$ cat src/rtl/cva6_mem_pkg.sv
// Shared memory-side definitions for CVA6 on-chip RAM arbiters: the data RAM
// geometry and the request/response records each arbiter port carries.
package cva6_mem_pkg;

  localparam logic [31:0] DATA_RAM_BASE   = 32'h1000_0000;
  localparam int          DATA_RAM_WORDS  = 1024;
  localparam int          DATA_RAM_ADDR_W = 12;
  localparam int          DATA_RAM_DATA_W = 32;

  // One requester's command as seen by an arbiter
  typedef struct packed {
    logic                       req;
    logic                       we;
    logic [3:0]                 be;
    logic [DATA_RAM_ADDR_W-1:0] addr;
    logic [DATA_RAM_DATA_W-1:0] wdata;
  } mem_req_t;

  // One requester's response as returned by an arbiter
  typedef struct packed {
    logic                       rvalid;
    logic                       err;
    logic [DATA_RAM_DATA_W-1:0] rdata;
  } mem_rsp_t;

  // True when a word address falls inside a RAM of the given word count
  function automatic logic addr_in_range(input logic [DATA_RAM_ADDR_W-1:0] addr,
                                         input int unsigned words);
    return ({{(32-DATA_RAM_ADDR_W){1'b0}}, addr} < words);
  endfunction

endpackage

$ cat src/rtl/cva6_data_ram_arbiter_if.sv
// Bundle of the two requester ports plus the RAM-side port of the data RAM
// arbiter.
//
// Handshake: a requester raises p_req[k] and holds p_we/p_be/p_addr/p_wdata
// stable until p_gnt[k] is high; the request is accepted in the cycle where
// p_req[k] & p_gnt[k]. Exactly one cycle later p_rvalid[k] pulses for one
// cycle, with p_err[k] and p_rdata qualified by it. There is no backpressure
// on responses. The RAM side returns ram_rdata the cycle after ram_req.
interface cva6_data_ram_arbiter_if #(
  parameter int DATA_W = 32,
  parameter int ADDR_W = 12
);
  logic [1:0]        p_req;
  logic [1:0]        p_we;
  logic [3:0]        p_be0;
  logic [3:0]        p_be1;
  logic [ADDR_W-1:0] p_addr0;
  logic [ADDR_W-1:0] p_addr1;
  logic [DATA_W-1:0] p_wdata0;
  logic [DATA_W-1:0] p_wdata1;
  logic [1:0]        p_gnt;
  logic [1:0]        p_rvalid;
  logic [1:0]        p_err;
  logic [DATA_W-1:0] p_rdata0;
  logic [DATA_W-1:0] p_rdata1;
  logic              ram_req;
  logic              ram_we;
  logic [3:0]        ram_be;
  logic [ADDR_W-1:0] ram_addr;
  logic [DATA_W-1:0] ram_wdata;
  logic [DATA_W-1:0] ram_rdata;

  // Arbiter side
  modport slave (
    input  p_req, p_we, p_be0, p_be1, p_addr0, p_addr1, p_wdata0, p_wdata1,
    input  ram_rdata,
    output p_gnt, p_rvalid, p_err, p_rdata0, p_rdata1,
    output ram_req, ram_we, ram_be, ram_addr, ram_wdata
  );

  // Requesters plus RAM
  modport master (
    output p_req, p_we, p_be0, p_be1, p_addr0, p_addr1, p_wdata0, p_wdata1,
    output ram_rdata,
    input  p_gnt, p_rvalid, p_err, p_rdata0, p_rdata1,
    input  ram_req, ram_we, ram_be, ram_addr, ram_wdata
  );
endinterface

$ cat src/rtl/cva6_rr_arb2.sv
// Two-input round-robin grant with a last-grant register. Grant is
// combinational in the request cycle; on a conflict the port that was not
// granted most recently wins. After reset port 0 wins the first conflict.
module cva6_rr_arb2 (
  input  logic       clk,
  input  logic       rst,
  input  logic [1:0] i_req,
  output logic [1:0] o_gnt,
  output logic       o_last
);
  logic       r_last;
  logic [1:0] w_gnt;

  // Pick a winner; nothing is granted while reset is held
  always_comb begin
    w_gnt = 2'b00;
    if (!rst) begin
      case (i_req)
        2'b01:   w_gnt = 2'b01;
        2'b10:   w_gnt = 2'b10;
        2'b11:   w_gnt = r_last ? 2'b01 : 2'b10;
        default: w_gnt = 2'b00;
      endcase
    end
  end

  // Remember the most recently granted port; hold when nothing is granted
  always_ff @(posedge clk or posedge rst) begin
    if (rst)           r_last <= 1'b1;
    else if (w_gnt[0]) r_last <= 1'b0;
    else if (w_gnt[1]) r_last <= 1'b1;
  end

  assign o_gnt  = w_gnt;
  assign o_last = r_last;
endmodule

$ cat src/rtl/cva6_data_ram_arbiter.sv
// Shares the single-port CVA6 data RAM between the load/store unit (port 0)
// and the loader/debug port (port 1). Out-of-range word addresses are
// answered with an error response and never reach the RAM. Exactly one
// response can be in flight; it is returned the cycle after its grant.
module cva6_data_ram_arbiter
  import cva6_mem_pkg::*;
#(
  parameter int DATA_W      = DATA_RAM_DATA_W,
  parameter int ADDR_W      = DATA_RAM_ADDR_W,
  parameter int DEPTH_WORDS = DATA_RAM_WORDS
) (
  input  logic                    clk,
  input  logic                    rst,
  cva6_data_ram_arbiter_if.slave  bus,
  output logic                    o_dbg_last
);
  mem_req_t          w_port0;
  mem_req_t          w_port1;
  mem_req_t          w_win;
  mem_rsp_t          w_rsp0;
  mem_rsp_t          w_rsp1;
  logic [1:0]        w_gnt;
  logic              w_any;
  logic              w_sel;
  logic              w_in_range;
  logic              w_ram_go;
  logic [ADDR_W-1:0] w_addr;
  logic [DATA_W-1:0] w_wdata;
  logic              r_rsp_valid;
  logic              r_rsp_port;
  logic              r_rsp_err;

  cva6_rr_arb2 u_arb (
    .clk    (clk),
    .rst    (rst),
    .i_req  (bus.p_req),
    .o_gnt  (w_gnt),
    .o_last (o_dbg_last)
  );

  // Collect each port's command into a record and select the winner
  always_comb begin
    w_port0 = '{req: bus.p_req[0], we: bus.p_we[0], be: bus.p_be0,
                addr: bus.p_addr0, wdata: bus.p_wdata0};
    w_port1 = '{req: bus.p_req[1], we: bus.p_we[1], be: bus.p_be1,
                addr: bus.p_addr1, wdata: bus.p_wdata1};
    w_any   = |w_gnt;
    w_sel   = w_gnt[1];
    w_win   = w_sel ? w_port1 : w_port0;
    w_addr  = w_win.addr;
    w_wdata = w_win.wdata;
    w_in_range = addr_in_range(w_win.addr, DEPTH_WORDS);
    w_ram_go   = w_any & w_win.req & w_in_range;
  end

  // Drive the RAM only for an in-range grant; all-zero otherwise
  always_comb begin
    bus.ram_req   = w_ram_go;
    bus.ram_we    = w_ram_go ? w_win.we : 1'b0;
    bus.ram_be    = w_ram_go ? w_win.be : 4'b0000;
    bus.ram_addr  = w_ram_go ? w_addr   : '0;
    bus.ram_wdata = w_ram_go ? w_wdata  : '0;
  end

  // Response tracker, reloaded every cycle from the current grant
  always_ff @(posedge clk or posedge rst) begin
    if (rst) begin
      r_rsp_valid <= 1'b0;
      r_rsp_port  <= 1'b0;
      r_rsp_err   <= 1'b0;
    end else begin
      r_rsp_valid <= w_any;
      r_rsp_port  <= w_sel;
      r_rsp_err   <= w_any & ~w_in_range;
    end
  end

  // Route the response to its port; the other port sees all zeros
  always_comb begin
    w_rsp0.rvalid = r_rsp_valid & ~r_rsp_port;
    w_rsp0.err    = w_rsp0.rvalid & r_rsp_err;
    w_rsp0.rdata  = (w_rsp0.rvalid & ~r_rsp_err) ? bus.ram_rdata : '0;
    w_rsp1.rvalid = r_rsp_valid & r_rsp_port;
    w_rsp1.err    = w_rsp1.rvalid & r_rsp_err;
    w_rsp1.rdata  = (w_rsp1.rvalid & ~r_rsp_err) ? bus.ram_rdata : '0;
  end

  assign bus.p_gnt    = w_gnt;
  assign bus.p_rvalid = {w_rsp1.rvalid, w_rsp0.rvalid};
  assign bus.p_err    = {w_rsp1.err, w_rsp0.err};
  assign bus.p_rdata0 = w_rsp0.rdata;
  assign bus.p_rdata1 = w_rsp1.rdata;
endmodule

$ cat src/flat_wrapper.sv
// flat-port wrapper written by rule: the top's interface ports become plain ports
module cva6_data_ram_arbiter_flat import cva6_mem_pkg::*;
#(
  parameter int DATA_W      = DATA_RAM_DATA_W,
  parameter int ADDR_W      = DATA_RAM_ADDR_W,
  parameter int DEPTH_WORDS = DATA_RAM_WORDS
)
  (clk, rst, o_dbg_last, bus_p_req, bus_p_we, bus_p_be0, bus_p_be1, bus_p_addr0, bus_p_addr1, bus_p_wdata0, bus_p_wdata1, bus_ram_rdata, bus_p_gnt, bus_p_rvalid, bus_p_err, bus_p_rdata0, bus_p_rdata1, bus_ram_req, bus_ram_we, bus_ram_be, bus_ram_addr, bus_ram_wdata);
  cva6_data_ram_arbiter_if #(.DATA_W(DATA_W), .ADDR_W(ADDR_W)) bus_i ();
  input  logic clk;
  input  logic rst;
  output logic o_dbg_last;
  input wire logic [$bits(bus_i.p_req)-1:0] bus_p_req;
  input wire logic [$bits(bus_i.p_we)-1:0] bus_p_we;
  input wire logic [$bits(bus_i.p_be0)-1:0] bus_p_be0;
  input wire logic [$bits(bus_i.p_be1)-1:0] bus_p_be1;
  input wire logic [$bits(bus_i.p_addr0)-1:0] bus_p_addr0;
  input wire logic [$bits(bus_i.p_addr1)-1:0] bus_p_addr1;
  input wire logic [$bits(bus_i.p_wdata0)-1:0] bus_p_wdata0;
  input wire logic [$bits(bus_i.p_wdata1)-1:0] bus_p_wdata1;
  input wire logic [$bits(bus_i.ram_rdata)-1:0] bus_ram_rdata;
  output wire logic [$bits(bus_i.p_gnt)-1:0] bus_p_gnt;
  output wire logic [$bits(bus_i.p_rvalid)-1:0] bus_p_rvalid;
  output wire logic [$bits(bus_i.p_err)-1:0] bus_p_err;
  output wire logic [$bits(bus_i.p_rdata0)-1:0] bus_p_rdata0;
  output wire logic [$bits(bus_i.p_rdata1)-1:0] bus_p_rdata1;
  output wire logic [$bits(bus_i.ram_req)-1:0] bus_ram_req;
  output wire logic [$bits(bus_i.ram_we)-1:0] bus_ram_we;
  output wire logic [$bits(bus_i.ram_be)-1:0] bus_ram_be;
  output wire logic [$bits(bus_i.ram_addr)-1:0] bus_ram_addr;
  output wire logic [$bits(bus_i.ram_wdata)-1:0] bus_ram_wdata;
  assign bus_i.p_req = bus_p_req;
  assign bus_i.p_we = bus_p_we;
  assign bus_i.p_be0 = bus_p_be0;
  assign bus_i.p_be1 = bus_p_be1;
  assign bus_i.p_addr0 = bus_p_addr0;
  assign bus_i.p_addr1 = bus_p_addr1;
  assign bus_i.p_wdata0 = bus_p_wdata0;
  assign bus_i.p_wdata1 = bus_p_wdata1;
  assign bus_i.ram_rdata = bus_ram_rdata;
  assign bus_p_gnt = bus_i.p_gnt;
  assign bus_p_rvalid = bus_i.p_rvalid;
  assign bus_p_err = bus_i.p_err;
  assign bus_p_rdata0 = bus_i.p_rdata0;
  assign bus_p_rdata1 = bus_i.p_rdata1;
  assign bus_ram_req = bus_i.ram_req;
  assign bus_ram_we = bus_i.ram_we;
  assign bus_ram_be = bus_i.ram_be;
  assign bus_ram_addr = bus_i.ram_addr;
  assign bus_ram_wdata = bus_i.ram_wdata;
  cva6_data_ram_arbiter #(.DATA_W(DATA_W), .ADDR_W(ADDR_W), .DEPTH_WORDS(DEPTH_WORDS)) u_core (.clk(clk), .rst(rst), .bus(bus_i), .o_dbg_last(o_dbg_last));
endmodule
$ cat config.mk
export PLATFORM = sky130hd
export DESIGN_NAME = cva6_data_ram_arbiter_flat
export DESIGN_NICKNAME = d
export VERILOG_FILES = /design/src/rtl/cva6_mem_pkg.sv /design/src/rtl/cva6_data_ram_arbiter_if.sv /design/src/rtl/cva6_rr_arb2.sv /design/src/rtl/cva6_data_ram_arbiter.sv /design/src/flat_wrapper.sv
export SDC_FILE = /design/constraint.sdc
export NUM_CORES = 1
export LEC_CHECK = 0
export CORE_AREA = 2 2 99 101
export CTS_CLUSTER_DIAMETER = 100
export DETAILED_ROUTE_END_ITERATION = 10
export DIE_AREA = 0 0 101 103
export PLACE_DENSITY_LB_ADDON = 0.15
export SYNTH_ARGS = -nofsm -noshare
export SYNTH_HDL_FRONTEND = slang
export SYNTH_SLANG_ARGS = --single-unit
$ cat constraint.sdc
create_clock -name clk -period 1.8 [get_ports clk]
set_clock_uncertainty 0.15 [all_clocks]
set_input_delay 0.45 -clock clk [delete_from_list [all_inputs] [get_ports clk]]
set_output_delay 0.45 -clock clk [all_outputs]
set_load 0.05 [all_outputs]
; After elaboration in Yosys (flattened, before gate mapping)
; Index checks and enable logic that the tools add are counted.
[totals]
regBits = 4
out_inout_bits = 121
input_bits = 134
[op_classes]
order_cmp = 1
eq_ne = 3
bitwise_logic = 12
mux = 12
n_reduce_logical = 2
[ops]
columns = operator, count
row1 = 32-bit 2-to-1 mux, 3
row2 = 50-bit 2-to-1 mux, 1
row3 = "12-bit by 11-bit < comparator with 1-bit output, second input constant", 1
row4 = 12-bit 2-to-1 mux, 1
row5 = 1-bit bitwise AND, 9
row6 = 2-bit one-hot mux with 3 select lines, 1
row7 = "2-bit == test, second input constant", 2
row8 = 2-bit 2-to-1 mux, 2
row9 = 4-bit 2-to-1 mux, 1
row10 = 1-bit 2-to-1 mux, 3
row11 = 1-bit NOT, 3
row12 = "2-bit by 1-bit == test with 1-bit output, second input constant", 1
row13 = 2-bit nonzero test, 1
row14 = 2-bit OR reduction, 1

; Logic depth before layout (Yosys ltp)
; Gate-level depths: netlist of the first run.
[depth]
depth_word = 7
depth_mapped = 6
mapped_depth_nobuf = 3

; Modules after synthesis
; Synthesis of the first run repeated with hierarchy kept, for this count alone.
[hier_totals]
cells_unflattened = 220
hier_area_um2 = 1750.4
[modules_own_cells]
columns = mod, n_inst, seq_area_each_um2, cells_each, area_per_inst_um2
row1 = cva6_data_ram_arbiter, 1, 75.1, 212, 1679.1
row2 = cva6_rr_arb2, 1, 26.3, 8, 71.3

; Worst setup path before layout of the first run
; OpenSTA, ideal clock, no wires.
[synth_timing]
path_kind = register -> output
start = register u_core.u_arb.r_last (netlist: u_core.u_arb.o_last)
end = output port bus_ram_wdata[10]
path_slack_ps = -847
path_buffers = 2
stages_incl_launch_ff = 6
arrival_ps = 2047
path_cell_list = dfstp_2 and2_1 buf_4 buf_2 o211ai_1 a21oi_1
[synth_via]
elab_chain_cells = 7
elab_cells_between_ends = 9
cone_classes = order compare: 1 / mux: 5 / bitwise: 2 / reduce/logical: 1
[synth_lines]
columns = item, line_no
row1 = start: declaration, cva6_rr_arb2.sv:11  ; logic r_last;
row2 = start signal: assignment, cva6_rr_arb2.sv:29  ; if (rst) r_last <= 1'b1;
row3 = start signal: assignment, cva6_rr_arb2.sv:30  ; else if (w_gnt[0]) r_last <= 1'b0;
row4 = start signal: assignment, cva6_rr_arb2.sv:31  ; else if (w_gnt[1]) r_last <= 1'b1;
row5 = 2-bit 2-to-1 mux (*), cva6_rr_arb2.sv:21  ; 2'b11: w_gnt = r_last ? 2'b01 : 2'b10;
row6 = 2-bit one-hot mux with 3 select lines (*), cva6_rr_arb2.sv:18  ; case (i_req)
row7 = 2-bit 2-to-1 mux (*), cva6_rr_arb2.sv:17  ; if (!rst) begin
row8 = 50-bit 2-to-1 mux / 2-bit OR reduction (equally long branches), "cva6_data_ram_arbiter.sv:49, cva6_data_ram_arbiter.sv:47"
row9 = 12-bit by 11-bit < comparator with 1-bit output / 1-bit bitwise AND (equally long branches), "cva6_mem_pkg.sv:29, cva6_data_ram_arbiter.sv:53"
row10 = 1-bit bitwise AND, cva6_data_ram_arbiter.sv:53  ; w_ram_go = w_any & w_win.req & w_in_range;
row11 = 32-bit 2-to-1 mux (*), cva6_data_ram_arbiter.sv:62  ; bus.ram_wdata = w_ram_go ? w_wdata : '0;
row12 = end: declaration, flat_wrapper.sv:31  ; output wire logic [$bits(bus_i.ram_wdata)-1:0] bus_ram_wdata;
; Every way passes the cells marked *; elsewhere a longest branch is shown, timed or not.

; Final worst setup path of the first run
[layout_timing]
start = register u_core.u_arb.r_last (netlist: u_core.u_arb.o_last)
end = output port bus_ram_wdata[31]
; Same word-level chain as after synthesis.

==> impl_metrics.ini, run 1 <==
[layout]
final_net_count = 705
fin_util_pct = 80.6
syn2layout_area_growth_pct = 305
regArea_um2 = 101
stdcell_area_um2 = 7630
multi_input_area_um2 = 2280
nFillCells = 568
antenna_cells = 0
drive_gt1_share_pct = 60.5

[place]
dp_hpwl_um = 9450
place_congestion = 0.773
numPortBuffers = 252
placed_cell_area_um2 = 6710

[synth]
ys_seq_area_share_pct = 5.38
synthCells = 280
synth.avg_cell_area_um2 = 6.73
syn_area_um2 = 1880
synthDistinctLibCells = 27
synth_seq_cells = 4
ys.flop_type = dfrtp_1
synthArstFlopShare_pct = 100
ys_warn_count = 0
synth_edf_count = 0

[floorplanning]
io_pins = 255
fp.dieH_um = 103
start_util_pct = 19.9
die_w_um = 101
die_area_um2 = 10400
rows = 36
core_um2 = 9460

[global_route]
grt_remaining_overflow = 0
grt_use_total_pct = 25.4
grt_pass1_wl_um = 20800
grt_max_degree = 33
antenna_found_initial = 0
grt_pass1_vias = 3810

[clock_tree]
clkLatencyLatePin_ns = 0.21
cts_max_path_buffers = 2
cts_root_buf = clkbuf_8
htreeDepth = 1
cts_tree = yes
path_clk_slew_ns = 0.04
numCtsBuffers = 3
cts_hold_buf = 0
cts.sinks = 4

[setup_path]
critPathLaunchType = flop
cp_cell_sequence = and2_4, buf_12, buf_12, o211ai_1, a21oi_4, buf_12
crit_buf_inv = 3
critPathSlowestCell = dfstp_2
crit_path_end_kind = output port
worstPathArrival_ns = 1.69
cp_slowest_stage_delay_ns = 0.54
worst_path_most_repeated_cell = buf_12
critPathTopFamily = flip-flops
path_max_fanout = 5
cp.required_ns = 1.20
crit_type = flop to output port

[route]
first_iter_violations = 95
ant_nets = 0
route.detailed.drc = 0
routedWlPerCell_um = 21.3
routed_wl_um = 14600
via_per_inst = 5.24
num_vias = 3583
firstDrtPassIters = 5

[sta]
finalCriticalPeriod_ns = 2.29
slew_violations = 0
rsz0062_at_grt = yes
tns_ns = -40.52
setup_viol = 115
finalCritPeriodShare_pct = 127
hold_slack_ns = 0.100
finalHoldViolCount = 0
worst_slack_ns = -0.486
clock.fmax_mhz = 438

[run_status]
failed_checks = negative setup slack
run_status = complete, but fails checks

[pwr]
p_total_mw = 2.38
ir_drop_uv = 232
power_density_nw_per_um2 = 313
leakage_nw = 2.77

[flow_run]
maxCapViolations = 0

[hold_path]
hold_class = input port to asynchronous set/reset pin
## cell usage after synthesis (all sizes together), types with 3 or more instances
cell	instances	share of area (%)
a21oi	49	15
and2	67	22
buf	30	11
clkbuf	15	3.2
dfrtp	3	4.0
inv	3	0.60
nand4	47	16
nor2	3	0.60
o211ai	47	21
## worst reg2reg max path: cells and delay by family (launching register included)
| family | cells | cell delay, ns |
|---|---|---|
| buf+inv | 6 | 0.73 |
| flops | 1 | 0.54 |
| simple gates | 2 | 0.22 |
## routing by layer
metal	up-vias	track usage [%]	part of all wire, %
met5	-	0	0
met4	0	8.42	3.5
met3	34	4.54	6.9
met2	209	49.1	54
met1	1708	28.0	35
li1	1632	-	-
## logic make-up (layout without fill, tap and decap cells)
kind of cell	count (synthesis)	after routing	synth area share, %
flops	4	4	5.38
simple gates	128	129	42.1
compound gates	99	99	37.3
other cells	1	2	0.199
buf+inv	48	336	15.0
## state kept, by name, indices dropped and copies added (netlist names)
signal,flops
u_core.r_rsp_err,1
u_core.r_rsp_port,1
u_core.r_rsp_valid,1
u_core.u_arb.o_last,1
## path summary, 6_finish.rpt
kind                                                       from                         endpoint  slack [ns]  cells past startpoint
worst min register to register  u_core.u_arb.o_last$_DFFE_PP1P_  u_core.u_arb.o_last$_DFFE_PP1P_        0.51                      3
max in group asynchronous                                   rst  u_core.u_arb.o_last$_DFFE_PP1P_        1.17                      3
worst max-delay path            u_core.u_arb.o_last$_DFFE_PP1P_                bus_ram_wdata[31]       -0.49                      6
worst min-delay path                                        rst     u_core.r_rsp_valid$_DFF_PP0_        0.10                      3
worst max register to register  u_core.u_arb.o_last$_DFFE_PP1P_      u_core.r_rsp_port$_DFF_PP0_        0.06                      8
min in group clk                u_core.u_arb.o_last$_DFFE_PP1P_  u_core.u_arb.o_last$_DFFE_PP1P_        0.51                      3
## report_power, final
part | switching [mW] | internal [mW] | total, mW
clock network | 0.0492 | 0.152 | 0.201
logic | 0.964 | 1.11 | 2.07
registers | 0.00814 | 0.103 | 0.111
## what timing repair did
item | 4_1_cts | 5_1_grt
pin swaps | 62 | 32
gates resized for setup | 57 | 22
buffers inserted | 21 | 7
setup endpoints to repair | 116 | 118
cloned | 15 | 6
## placed cells by master, fill, tap and decap left out, types with 2 or more instances in the layout
master / instances
nand4_1: 47
o211ai_1: 37
nor2_4: 3
buf_4: 14
dfrtp_1: 3
buf_6: 16
and2b_4: 2
buf_8: 2
buf_2: 3
clkbuf_16: 7
conb_1: 2
and2_4: 67
nor2b_4: 2
clkbuf_8: 3
buf_16: 11
buf_12: 148
inv_1: 3
o211ai_2: 9
a21oi_4: 49
clkdlybuf4s50_1: 126
## metrics by stage
step           setup WS [ns]  std cells
2_1_floorplan         -0.463        281
3_3_place_gp          -0.732        640
3_5_place_dp          -0.770        640
4_1_cts               -0.470        680
5_1_grt               -0.535        684
6_report              -0.486        684
## cell type report
cell class | instances | area share (%)
sequential | 4 | 1.33
multi-input combinational | 230 | 29.9
inverter | 3 | 0.148
tap | 114 | 1.87
timing repair buffer | 329 | 66.2
clock buffer | 4 | 0.590
Power figures use the tool's default switching activity.
==> run 2: changes to the inputs <==
CORE_AREA = 2 2 98 100   (was 2 2 99 101)
DIE_AREA = 0 0 100 102   (was 0 0 101 103)
DONT_BUFFER_PORTS = 1   (was not set)
==> impl_metrics.ini, run 2 (same netlist as run 1, synthesis figures left out) <==
[run_status]
run_status = complete, but fails checks
failed_checks = negative setup slack

[pwr]
clock_power_share_pct = 12.3
leakage_nw = 1.44
seqPwrFrac_pct = 6.6
power_density_nw_per_um2 = 378
p_sw_mw = 0.849
switching_share_pct = 50.9
combPwrFrac_pct = 81.1
power.internal_mw = 0.820
ir_drop_uv = 201

[setup_path]
path_max_fanout = 5
critPathLaunchType = flop
worstPathArrival_ns = 1.63
crit_path_end_kind = output port
cp.required_ns = 1.20
crit_type = flop to output port

[sta]
finalCriticalPeriod_ns = 2.23
setup_viol = 115
hold_slack_ns = 0.343
finalHoldViolCount = 0
finalCritPeriodShare_pct = 124
rsz0062_at_grt = yes
slew_violations = 0
worst_slack_ns = -0.432
clock.fmax_mhz = 448

[clock_tree]
cts_max_path_buffers = 2
cts.sinks = 4
path_clk_slew_ns = 0.03
cts_root_buf = clkbuf_8
numCtsBuffers = 3
clkLatencyLatePin_ns = 0.22
cts_tree = yes
htreeDepth = 1

[hold_path]
hold_class = input port to flop

[floorplanning]
die_area_um2 = 10200
rows = 35
start_util_pct = 20.7
die_w_um = 100
core_um2 = 9110
fp.dieH_um = 102
io_pins = 255

[layout]
final_net_count = 479
mostFrequentLayoutCells = buf_12 (76), and2_4 (67), a21oi_4 (49)
antenna_cells = 0
final_common_cell = buf_12
nFillCells = 804
drive_gt1_share_pct = 70.9
syn2layout_area_growth_pct = 134

[global_route]
grt_pass1_vias = 2587
grt_max_degree = 44
grt_remaining_overflow = 0
grt_use_total_pct = 18.7
grt_pass1_wl_um = 15100
antenna_found_initial = 0

[route]
via_per_inst = 5.56
routed_wl_um = 10500
ant_nets = 0
first_iter_violations = 51
num_vias = 2531
routedWlPerCell_um = 23.0
firstDrtPassIters = 4
route.detailed.drc = 0

[flow_run]
maxCapViolations = 0

[place]
place_congestion = 0.701
numPortBuffers = 0
dpl_worst_slack_ns = -0.215
dp_hpwl_um = 7490
-- run 2: cell count changes in the layout (fill, tap and decap cells not counted), moves of 3 or more --
| cell | previous run | this run |
|---|---|---|
| buf_12 | 148 | 76 |
| buf_16 | 11 | 2 |
| buf_2 | 3 | 0 |
| buf_6 | 16 | 8 |
| clkbuf_16 | 7 | 3 |
| clkdlybuf4s50_1 | 126 | 0 |
-- run 2: worst paths after layout --
check	startpoint	endpoint	slack [ns]	cells after the start
max	u_core.u_arb.o_last$_DFFE_PP1P_	bus_ram_wdata[16]	-0.43	6
min	bus_p_req[0]	u_core.u_arb.o_last$_DFFE_PP1P_	0.34	3
max reg2reg	u_core.u_arb.o_last$_DFFE_PP1P_	u_core.r_rsp_port$_DFF_PP0_	0.31	6
min reg2reg	u_core.u_arb.o_last$_DFFE_PP1P_	u_core.u_arb.o_last$_DFFE_PP1P_	0.64	4
max in group asynchronous	rst	u_core.u_arb.o_last$_DFFE_PP1P_	0.84	2
min in group asynchronous	rst	u_core.r_rsp_port$_DFF_PP0_	0.43	2
-- run 2: cell type report --
class                           count  area [um2]  area share [%]
Tap cell                          111         139            3.15
Multi-Input combinational cell    229        2250            50.9
Sequential cell                     4         101            2.30
Timing Repair Buffer              104        1870            42.4
Inverter                            3        11.3           0.255
Clock buffer                        4        45.0            1.02
-- run 2: per-layer routing --
metal  vias to the layer above  GRT usage [%]  wire length, um
li1                       1170              -                -
met1                      1206           21.6             3860
met2                       145           35.3             5580
met3                        10           4.38              855
met4                         0           3.48              161
met5                         -              0                0
-- run 2: worst max-delay path, cell delays in order, from the launching register on --
cell and delay (ns):
dfstp_2 0.52, and2_4 0.17, buf_12 0.13, clkbuf_16 0.13
o211ai_1 0.13, a21oi_4 0.18, buf_12 0.15
-- run 2: through the flow --
step	total power, mW	cell area, um2	TNS [ns]	cells	util (%)
floorplan	0.932	2640	-25.88	281	-
global placement	1.28	4010	-8.30	434	44.1
detailed placement	1.28	4010	-9.10	434	44.1
CTS	1.67	4450	-37.42	457	48.8
global route	1.74	4410	-39.93	455	48.5
finish	1.67	4410	-34.06	455	48.5
-- run 2: power by group through the flow --
stage	sequential, mW	clock, mW	combinational (mW)
finish	0.110	0.206	1.35
global route	0.111	0.222	1.41
CTS	0.109	0.214	1.34
detailed placement	0.111	0	1.17
global placement	0.110	0	1.17
floorplan	0.129	0	0.804
-- run 2: repair_timing --
action / 4_1_cts / 5_1_grt
gates cloned: 7 / 3
pin swaps: 16 / 22
hold buffers: 1 / 0
hold endpoints to repair: 3 / 0
buffers inserted: 12 / 1
endpoints found under the setup margin: 115 / 116
resized for setup: 25 / 8
